==> src/rtl/mem_stage_lsu_pkg.sv <==
// mem_stage_lsu_pkg: funct3 encodings, LSU FSM states and store lane helpers
package mem_stage_lsu_pkg;
    localparam logic [2:0] F3_B  = 3'b000;
    localparam logic [2:0] F3_H  = 3'b001;
    localparam logic [2:0] F3_W  = 3'b010;
    localparam logic [2:0] F3_BU = 3'b100;
    localparam logic [2:0] F3_HU = 3'b101;
    typedef enum logic [1:0] {IDLE, REQ, DONE} state_t;
    function automatic logic [3:0] be_of(input logic [2:0] f3, input logic [1:0] a);
        return f3[1:0] == 2'b00 ? 4'b0001 << a : f3[1:0] == 2'b01 ? 4'b0011 << a : 4'b1111;
    endfunction
    function automatic logic [31:0] lane_data(input logic [2:0] f3, input logic [31:0] wd);
        return f3[1:0] == 2'b00 ? {4{wd[7:0]}} : f3[1:0] == 2'b01 ? {2{wd[15:0]}} : wd;
    endfunction
endpackage

==> src/rtl/mem_stage_lsu_if.sv <==
// mem_stage_lsu_if: single-port data memory req/ready bus
interface mem_stage_lsu_if #(parameter int XLEN = 32);
    logic            dmem_req;
    logic            dmem_we;
    logic [XLEN-1:0] dmem_addr;
    logic [3:0]      dmem_be;
    logic [XLEN-1:0] dmem_wdata;
    logic            dmem_ready;
    logic [XLEN-1:0] dmem_rdata;
    modport master(output dmem_req, dmem_we, dmem_addr, dmem_be, dmem_wdata, input dmem_ready, dmem_rdata);
    modport slave(input dmem_req, dmem_we, dmem_addr, dmem_be, dmem_wdata, output dmem_ready, dmem_rdata);
endinterface

==> src/rtl/mem_stage_lsu_load_ext.sv <==
// load_ext: selects the addressed byte/half of a read word and sign/zero-extends it
module load_ext
    import mem_stage_lsu_pkg::*;
(
    input  logic [31:0] rdata,
    input  logic [1:0]  a,
    input  logic [2:0]  funct3,
    output logic [31:0] result
);
    logic [7:0]  b;
    logic [15:0] h;
    always_comb begin
        b = rdata[{a, 3'b000} +: 8];
        h = a[1] ? rdata[31:16] : rdata[15:0];
        result = funct3 == F3_B  ? {{24{b[7]}}, b} :
                 funct3 == F3_H  ? {{16{h[15]}}, h} :
                 funct3 == F3_BU ? {24'b0, b} :
                 funct3 == F3_HU ? {16'b0, h} : rdata;
    end
endmodule

==> src/rtl/mem_stage_lsu.sv <==
// mem_stage_lsu: MEM-stage load/store unit with req/ready dmem handshake, stall and fault reporting
module mem_stage_lsu
    import mem_stage_lsu_pkg::*;
#(
    parameter int XLEN        = 32,
    parameter int TIMEOUT_CYC = 255
) (
    input  logic            clk,
    input  logic            rst,
    input  logic            EX_MEM_MemRead,
    input  logic            EX_MEM_MemWrite,
    input  logic [2:0]      EX_MEM_funct3,
    input  logic [XLEN-1:0] EX_MEM_ALU_result,
    input  logic [XLEN-1:0] EX_MEM_WriteData,
    mem_stage_lsu_if.master dmem,
    output logic [XLEN-1:0] MEM_WB_ReadData,
    output logic            mem_stall,
    output logic            mem_fault
);
    state_t      state, state_n;
    logic        access, illegal, misaligned, launch, reject, done_ok, tout;
    logic [7:0]  cnt;
    logic [2:0]  f3_q;
    logic [1:0]  a_q;
    logic [31:0] ext;

    load_ext u_ext (.rdata(dmem.dmem_rdata), .a(a_q), .funct3(f3_q), .result(ext));

    always_comb begin
        access = EX_MEM_MemRead | EX_MEM_MemWrite;
        illegal = (EX_MEM_MemRead && EX_MEM_MemWrite) ||
                  (EX_MEM_MemRead && (EX_MEM_funct3 == 3'b011 || EX_MEM_funct3[2:1] == 2'b11)) ||
                  (EX_MEM_MemWrite && (EX_MEM_funct3[2] || EX_MEM_funct3[1:0] == 2'b11));
        misaligned = (EX_MEM_funct3[1:0] == 2'b01 && EX_MEM_ALU_result[0]) ||
                     (EX_MEM_funct3[1:0] == 2'b10 && EX_MEM_ALU_result[1:0] != 2'b00);
        launch = state == IDLE && access && !illegal && !misaligned;
        reject = state == IDLE && access && (illegal || misaligned);
        done_ok = state == REQ && dmem.dmem_ready;
        tout = state == REQ && !dmem.dmem_ready && cnt == 8'(TIMEOUT_CYC - 1);
        mem_stall = launch || state == REQ;
        state_n = launch ? REQ : (done_ok || tout) ? DONE : state == DONE ? IDLE : state;
    end

    // Request fields are frozen at launch so dmem sees a stable request for the whole REQ phase
    always_ff @(posedge clk) begin
        if (rst) begin
            state           <= IDLE;
            dmem.dmem_req   <= 1'b0;
            dmem.dmem_we    <= 1'b0;
            dmem.dmem_addr  <= '0;
            dmem.dmem_be    <= '0;
            dmem.dmem_wdata <= '0;
            MEM_WB_ReadData <= '0;
            mem_fault       <= 1'b0;
            cnt             <= '0;
            f3_q            <= '0;
            a_q             <= '0;
        end else begin
            state     <= state_n;
            mem_fault <= reject || tout;
            if (state == REQ) cnt <= cnt + 8'd1;
            if (launch) begin
                dmem.dmem_req   <= 1'b1;
                dmem.dmem_we    <= EX_MEM_MemWrite;
                dmem.dmem_addr  <= {EX_MEM_ALU_result[XLEN-1:2], 2'b00};
                dmem.dmem_be    <= be_of(EX_MEM_funct3, EX_MEM_ALU_result[1:0]);
                dmem.dmem_wdata <= lane_data(EX_MEM_funct3, EX_MEM_WriteData);
                f3_q            <= EX_MEM_funct3;
                a_q             <= EX_MEM_ALU_result[1:0];
                cnt             <= '0;
            end
            if (done_ok || tout) dmem.dmem_req <= 1'b0;
            if (done_ok && !dmem.dmem_we) MEM_WB_ReadData <= ext;
        end
    end
endmodule

==> src/flat_wrapper.sv <==
// flat-port wrapper written by rule: the top's interface ports become plain ports
module mem_stage_lsu_flat import mem_stage_lsu_pkg::*;
#(
    parameter int XLEN        = 32,
    parameter int TIMEOUT_CYC = 255
)
  (clk, rst, EX_MEM_MemRead, EX_MEM_MemWrite, EX_MEM_funct3, EX_MEM_ALU_result, EX_MEM_WriteData, MEM_WB_ReadData, mem_stall, mem_fault, dmem_dmem_req, dmem_dmem_we, dmem_dmem_addr, dmem_dmem_be, dmem_dmem_wdata, dmem_dmem_ready, dmem_dmem_rdata);
  mem_stage_lsu_if #(.XLEN(XLEN)) dmem_i ();
  input  logic clk;
  input  logic rst;
  input  logic EX_MEM_MemRead;
  input  logic EX_MEM_MemWrite;
  input  logic [2:0] EX_MEM_funct3;
  input  logic [XLEN-1:0] EX_MEM_ALU_result;
  input  logic [XLEN-1:0] EX_MEM_WriteData;
  output logic [XLEN-1:0] MEM_WB_ReadData;
  output logic mem_stall;
  output logic mem_fault;
  output wire logic [$bits(dmem_i.dmem_req)-1:0] dmem_dmem_req;
  output wire logic [$bits(dmem_i.dmem_we)-1:0] dmem_dmem_we;
  output wire logic [$bits(dmem_i.dmem_addr)-1:0] dmem_dmem_addr;
  output wire logic [$bits(dmem_i.dmem_be)-1:0] dmem_dmem_be;
  output wire logic [$bits(dmem_i.dmem_wdata)-1:0] dmem_dmem_wdata;
  input wire logic [$bits(dmem_i.dmem_ready)-1:0] dmem_dmem_ready;
  input wire logic [$bits(dmem_i.dmem_rdata)-1:0] dmem_dmem_rdata;
  assign dmem_dmem_req = dmem_i.dmem_req;
  assign dmem_dmem_we = dmem_i.dmem_we;
  assign dmem_dmem_addr = dmem_i.dmem_addr;
  assign dmem_dmem_be = dmem_i.dmem_be;
  assign dmem_dmem_wdata = dmem_i.dmem_wdata;
  assign dmem_i.dmem_ready = dmem_dmem_ready;
  assign dmem_i.dmem_rdata = dmem_dmem_rdata;
  mem_stage_lsu #(.XLEN(XLEN), .TIMEOUT_CYC(TIMEOUT_CYC)) u_core (.clk(clk), .rst(rst), .EX_MEM_MemRead(EX_MEM_MemRead), .EX_MEM_MemWrite(EX_MEM_MemWrite), .EX_MEM_funct3(EX_MEM_funct3), .EX_MEM_ALU_result(EX_MEM_ALU_result), .EX_MEM_WriteData(EX_MEM_WriteData), .dmem(dmem_i), .MEM_WB_ReadData(MEM_WB_ReadData), .mem_stall(mem_stall), .mem_fault(mem_fault));
endmodule
==> config.mk <==
export PLATFORM = sky130hd
export DESIGN_NAME = mem_stage_lsu_flat
export DESIGN_NICKNAME = d
export VERILOG_FILES = /design/src/rtl/mem_stage_lsu_pkg.sv /design/src/rtl/mem_stage_lsu_if.sv /design/src/rtl/mem_stage_lsu_load_ext.sv /design/src/rtl/mem_stage_lsu.sv /design/src/flat_wrapper.sv
export SDC_FILE = /design/constraint.sdc
export NUM_CORES = 1
export LEC_CHECK = 0
export BUFFER_PORTS_ARGS = -buffer_cell sky130_fd_sc_hd__buf_2
export CORE_ASPECT_RATIO = 0.8
export CORE_MARGIN = 2
export CORE_UTILIZATION = 54
export CTS_CLUSTER_SIZE = 24
export DETAILED_ROUTE_END_ITERATION = 10
export MAX_ROUTING_LAYER = met4
export PLACE_DENSITY = 0.86
export SLEW_MARGIN = 20
export SYNTH_ARGS = -nofsm -noshare
export SYNTH_HDL_FRONTEND = slang
export SYNTH_HIERARCHICAL = 1
export SYNTH_SLANG_ARGS = --single-unit
==> constraint.sdc <==
create_clock -name clk -period 3.1 [get_ports clk]
set_input_delay 0.62 -clock clk [delete_from_list [all_inputs] [get_ports clk]]
set_output_delay 0.62 -clock clk [all_outputs]
set_load 0.005 [all_outputs]
==> flow_metrics.env <==
export IMPL_status="completed"
export IMPL_fin_crit_ns=2.45
export IMPL_synth_top_cell_by_area="dfxtp_1"
export IMPL_final_common_cell="buf_2"
export IMPL_finalSetupViolCount=0
export IMPL_grt_usage=0.306
export IMPL_drt_total_wl_mm=17.1
export IMPL_initial_core_util=0.557
export IMPL_yosys_warnings=6
export IMPL_reg2reg_from="u_core/state[0]"
export IMPL_layout_common_cells="buf_2, nand2_1, dfxtp_1"
export IMPL_ys_ff_latch=116
export IMPL_synth_edff_count=0
export IMPL_cts_path_max_buffers=2
export IMPL_core_region_area_mm2=0.0103
export IMPL_grt_max_degree=46
export IMPL_gp_congestion=0.981
export IMPL_avgSynthCellArea_um2=8.25
export IMPL_synth_seq_area_share=0.406
export IMPL_grt_pass1_vias=5348
export IMPL_slew_violations=0
export IMPL_fin_nets=975
export IMPL_worstMarginPinSlew_ns=0.718
export IMPL_io_buffers=205
export IMPL_vdd_drop_max_mv=0.362
export IMPL_dr_pass1_iters=5
export IMPL_io_pins=208
export IMPL_synthTopCellsByArea="dfxtp_1, a21oi_1, nand2_1"
export IMPL_synth_top_cell_area_share=0.406
export IMPL_die_w_um=119
export IMPL_p_leak_uw=0.00319
export IMPL_grt_pass1_wl_mm=26.8
export IMPL_rr_worst_depth=5
export IMPL_crit_slowest_cell="a311oi_4"
export IMPL_cts_hold_buf=0
export IMPL_crit_chain="buf_2, a21oi_2, a311oi_4, nor2_2, or2_1, buf_2"
export IMPL_synthesis_area_mm2=0.00572
export IMPL_max_cap_viol_count=0
export IMPL_min_to="u_core/MEM_WB_ReadData[16]"
export IMPL_root_buffer="clkbuf_16"
export IMPL_antenna_found_initial=0
export IMPL_cp_data_arrival_time_ns=1.83
export IMPL_cts_tree="done"
export IMPL_maxSlewHeadroom=0.520
export IMPL_rsz0062_at_grt="false"
export IMPL_rows=33
export IMPL_path_class="in2out"
export IMPL_cp_start_kind="input port"
export IMPL_path_common_cell="buf_2"
export IMPL_min_delay_path_class="reg2reg"
export IMPL_setup_ws_ns=0.649
export IMPL_synth_cell_types=58
export IMPL_multi_input_area_mm2=0.00299
export IMPL_cpLargestDelayFamily="compound AO/OA/AOI/OAI gates"
export IMPL_dieArea_mm2=0.0114
export IMPL_worstReg2RegEnd="u_core/dmem.dmem_wdata[4]"
export IMPL_holdPathStages=2
export IMPL_cts_buffers=17
export IMPL_dp_slack_ns=0.574
export IMPL_async_flop_share=0
export IMPL_insertedDiodeCount=0
export IMPL_seqCellArea_mm2=0.00232
export IMPL_crit_buf_inv=2
export IMPL_critPathMaxStageDelay_ns=0.34
export IMPL_clk_latency_ns=0.42
export IMPL_ant_nets=0
export IMPL_routedWlPerCell_um=16.7
export IMPL_ctsResizeCount=0
export IMPL_post_cts_buffers=0
export IMPL_max_freq_mhz=408
export IMPL_place_hpwl_mm=11.4
export IMPL_drive_gt1_frac=0.326
export IMPL_fillers=813
export IMPL_ctsHtreeMaxLevel=4
export IMPL_final_util=0.703
export IMPL_finalCritPeriodShare=0.791
export IMPL_cp_num_cells=6
export IMPL_p_per_area_mw_per_mm2=573
export IMPL_clk_transition_reported_paths_ns=0.05
export IMPL_skew_ns=0.00658
export IMPL_critical_path_required_ns=2.48
export IMPL_die_y_um=96.1
export IMPL_crit_fanout=13
export IMPL_synth_ff_type="dfxtp_1"
export IMPL_vias_per_cell=5.83
export IMPL_min_from="u_core/MEM_WB_ReadData[16]"
export IMPL_remaining_drc_errors=0
export IMPL_drt_initial_drc_count=513
export IMPL_reg2reg_slack_ns=0.87
export IMPL_num_vias=5936
export IMPL_grt_ovfl_total=0
export IMPL_cp_end_kind="output pin"
export IMPL_hold_violations=0
export IMPL_setup_tns_ns=0
export IMPL_area_growth_pct=26.2
export IMPL_clkSinkCount=116
export IMPL_synthCells=694
==> registers in the layout (all words and copies together), names as in the netlist, 2 cells and up <==
register / flops
u_core/state: 2
u_core/f3_q: 3
u_core/dmem.dmem_be: 4
u_core/dmem.dmem_addr: 30
u_core/dmem.dmem_wdata: 32
u_core/cnt: 8
u_core/MEM_WB_ReadData: 32
u_core/a_q: 2
==> layout make-up <==
cell class | count | share of cell area
Clock buffer | 22 | 0.0670
Multi-Input combinational cell | 503 | 0.414
Clock inverter | 10 | 0.0111
Timing Repair Buffer | 221 | 0.159
Inverter | 6 | 0.00312
Sequential cell | 116 | 0.321
Tap cell | 140 | 0.0242
==> cells by family after synthesis <==
logic type                 Yosys count  synth area share
AOI/OAI and AO/OA                  242             0.263
xor gates and xnor gates             7            0.0107
adders and majority gates            6            0.0131
buffers and inverters               76            0.0741
DFF                                116             0.406
muxes                               20            0.0367
other                                1          0.000655
and+or+nand+nor                    226             0.196
==> metal layers <==
| metal | share of wire | track usage |
|---|---|---|
| met1 | 0.44 | 0.410 |
| met2 | 0.45 | 0.455 |
| met3 | 0.097 | 0.0711 |
| met4 | 0.019 | 0.113 |
| met5 | 0 | - |
==> synthesized netlist by cell type (all sizes together) (8+ instances only) <==
cell and count:
and4 8, a31o 8, a211oi 15, mux2i 18, a311oi 10, a21oi 111
o21ai 62, nand3 46, buf 36, nor2b 11, clkbuf 34, nor2 11
dfxtp 116, nand2 119, nor3 11
==> metrics by stage <==
step	cells	hold slack, ns	total power [µW]	cell area, µm²
after floorplan	695	0.453	2080	5730
after global placement	986	0.440	2290	6660
after detailed placement	986	0.445	2300	6660
after CTS	1018	0.448	4140	7220
after global routing	1018	0.455	4310	7220
final	1018	0.451	4140	7220
==> worst max-delay path by stage <==
stage               slack (ns)                 start                         to
finish                    0.65      EX_MEM_funct3[1]                  mem_stall
global route              0.59      EX_MEM_funct3[1]                  mem_stall
CTS                       0.66      EX_MEM_funct3[1]                  mem_stall
detailed placement        0.57  EX_MEM_ALU_result[0]  u_core/dmem.dmem_wdata[4]
global placement          0.67      EX_MEM_funct3[1]                  mem_stall
floorplan                 0.73      EX_MEM_funct3[1]                  mem_stall
==> worst min-delay path: stages, from the launching register on <==
cell and delay, ns:
dfxtp_1 0.30, nand2_1 0.05, a21oi_1 0.05
==> where the power goes <==
group          internal, µW  switching [µW]
sequential             1570            50.1
clock                  1170             676
combinational           267             400
total                  3010            1130
No activity file was read; power rests on OpenSTA's default activity.
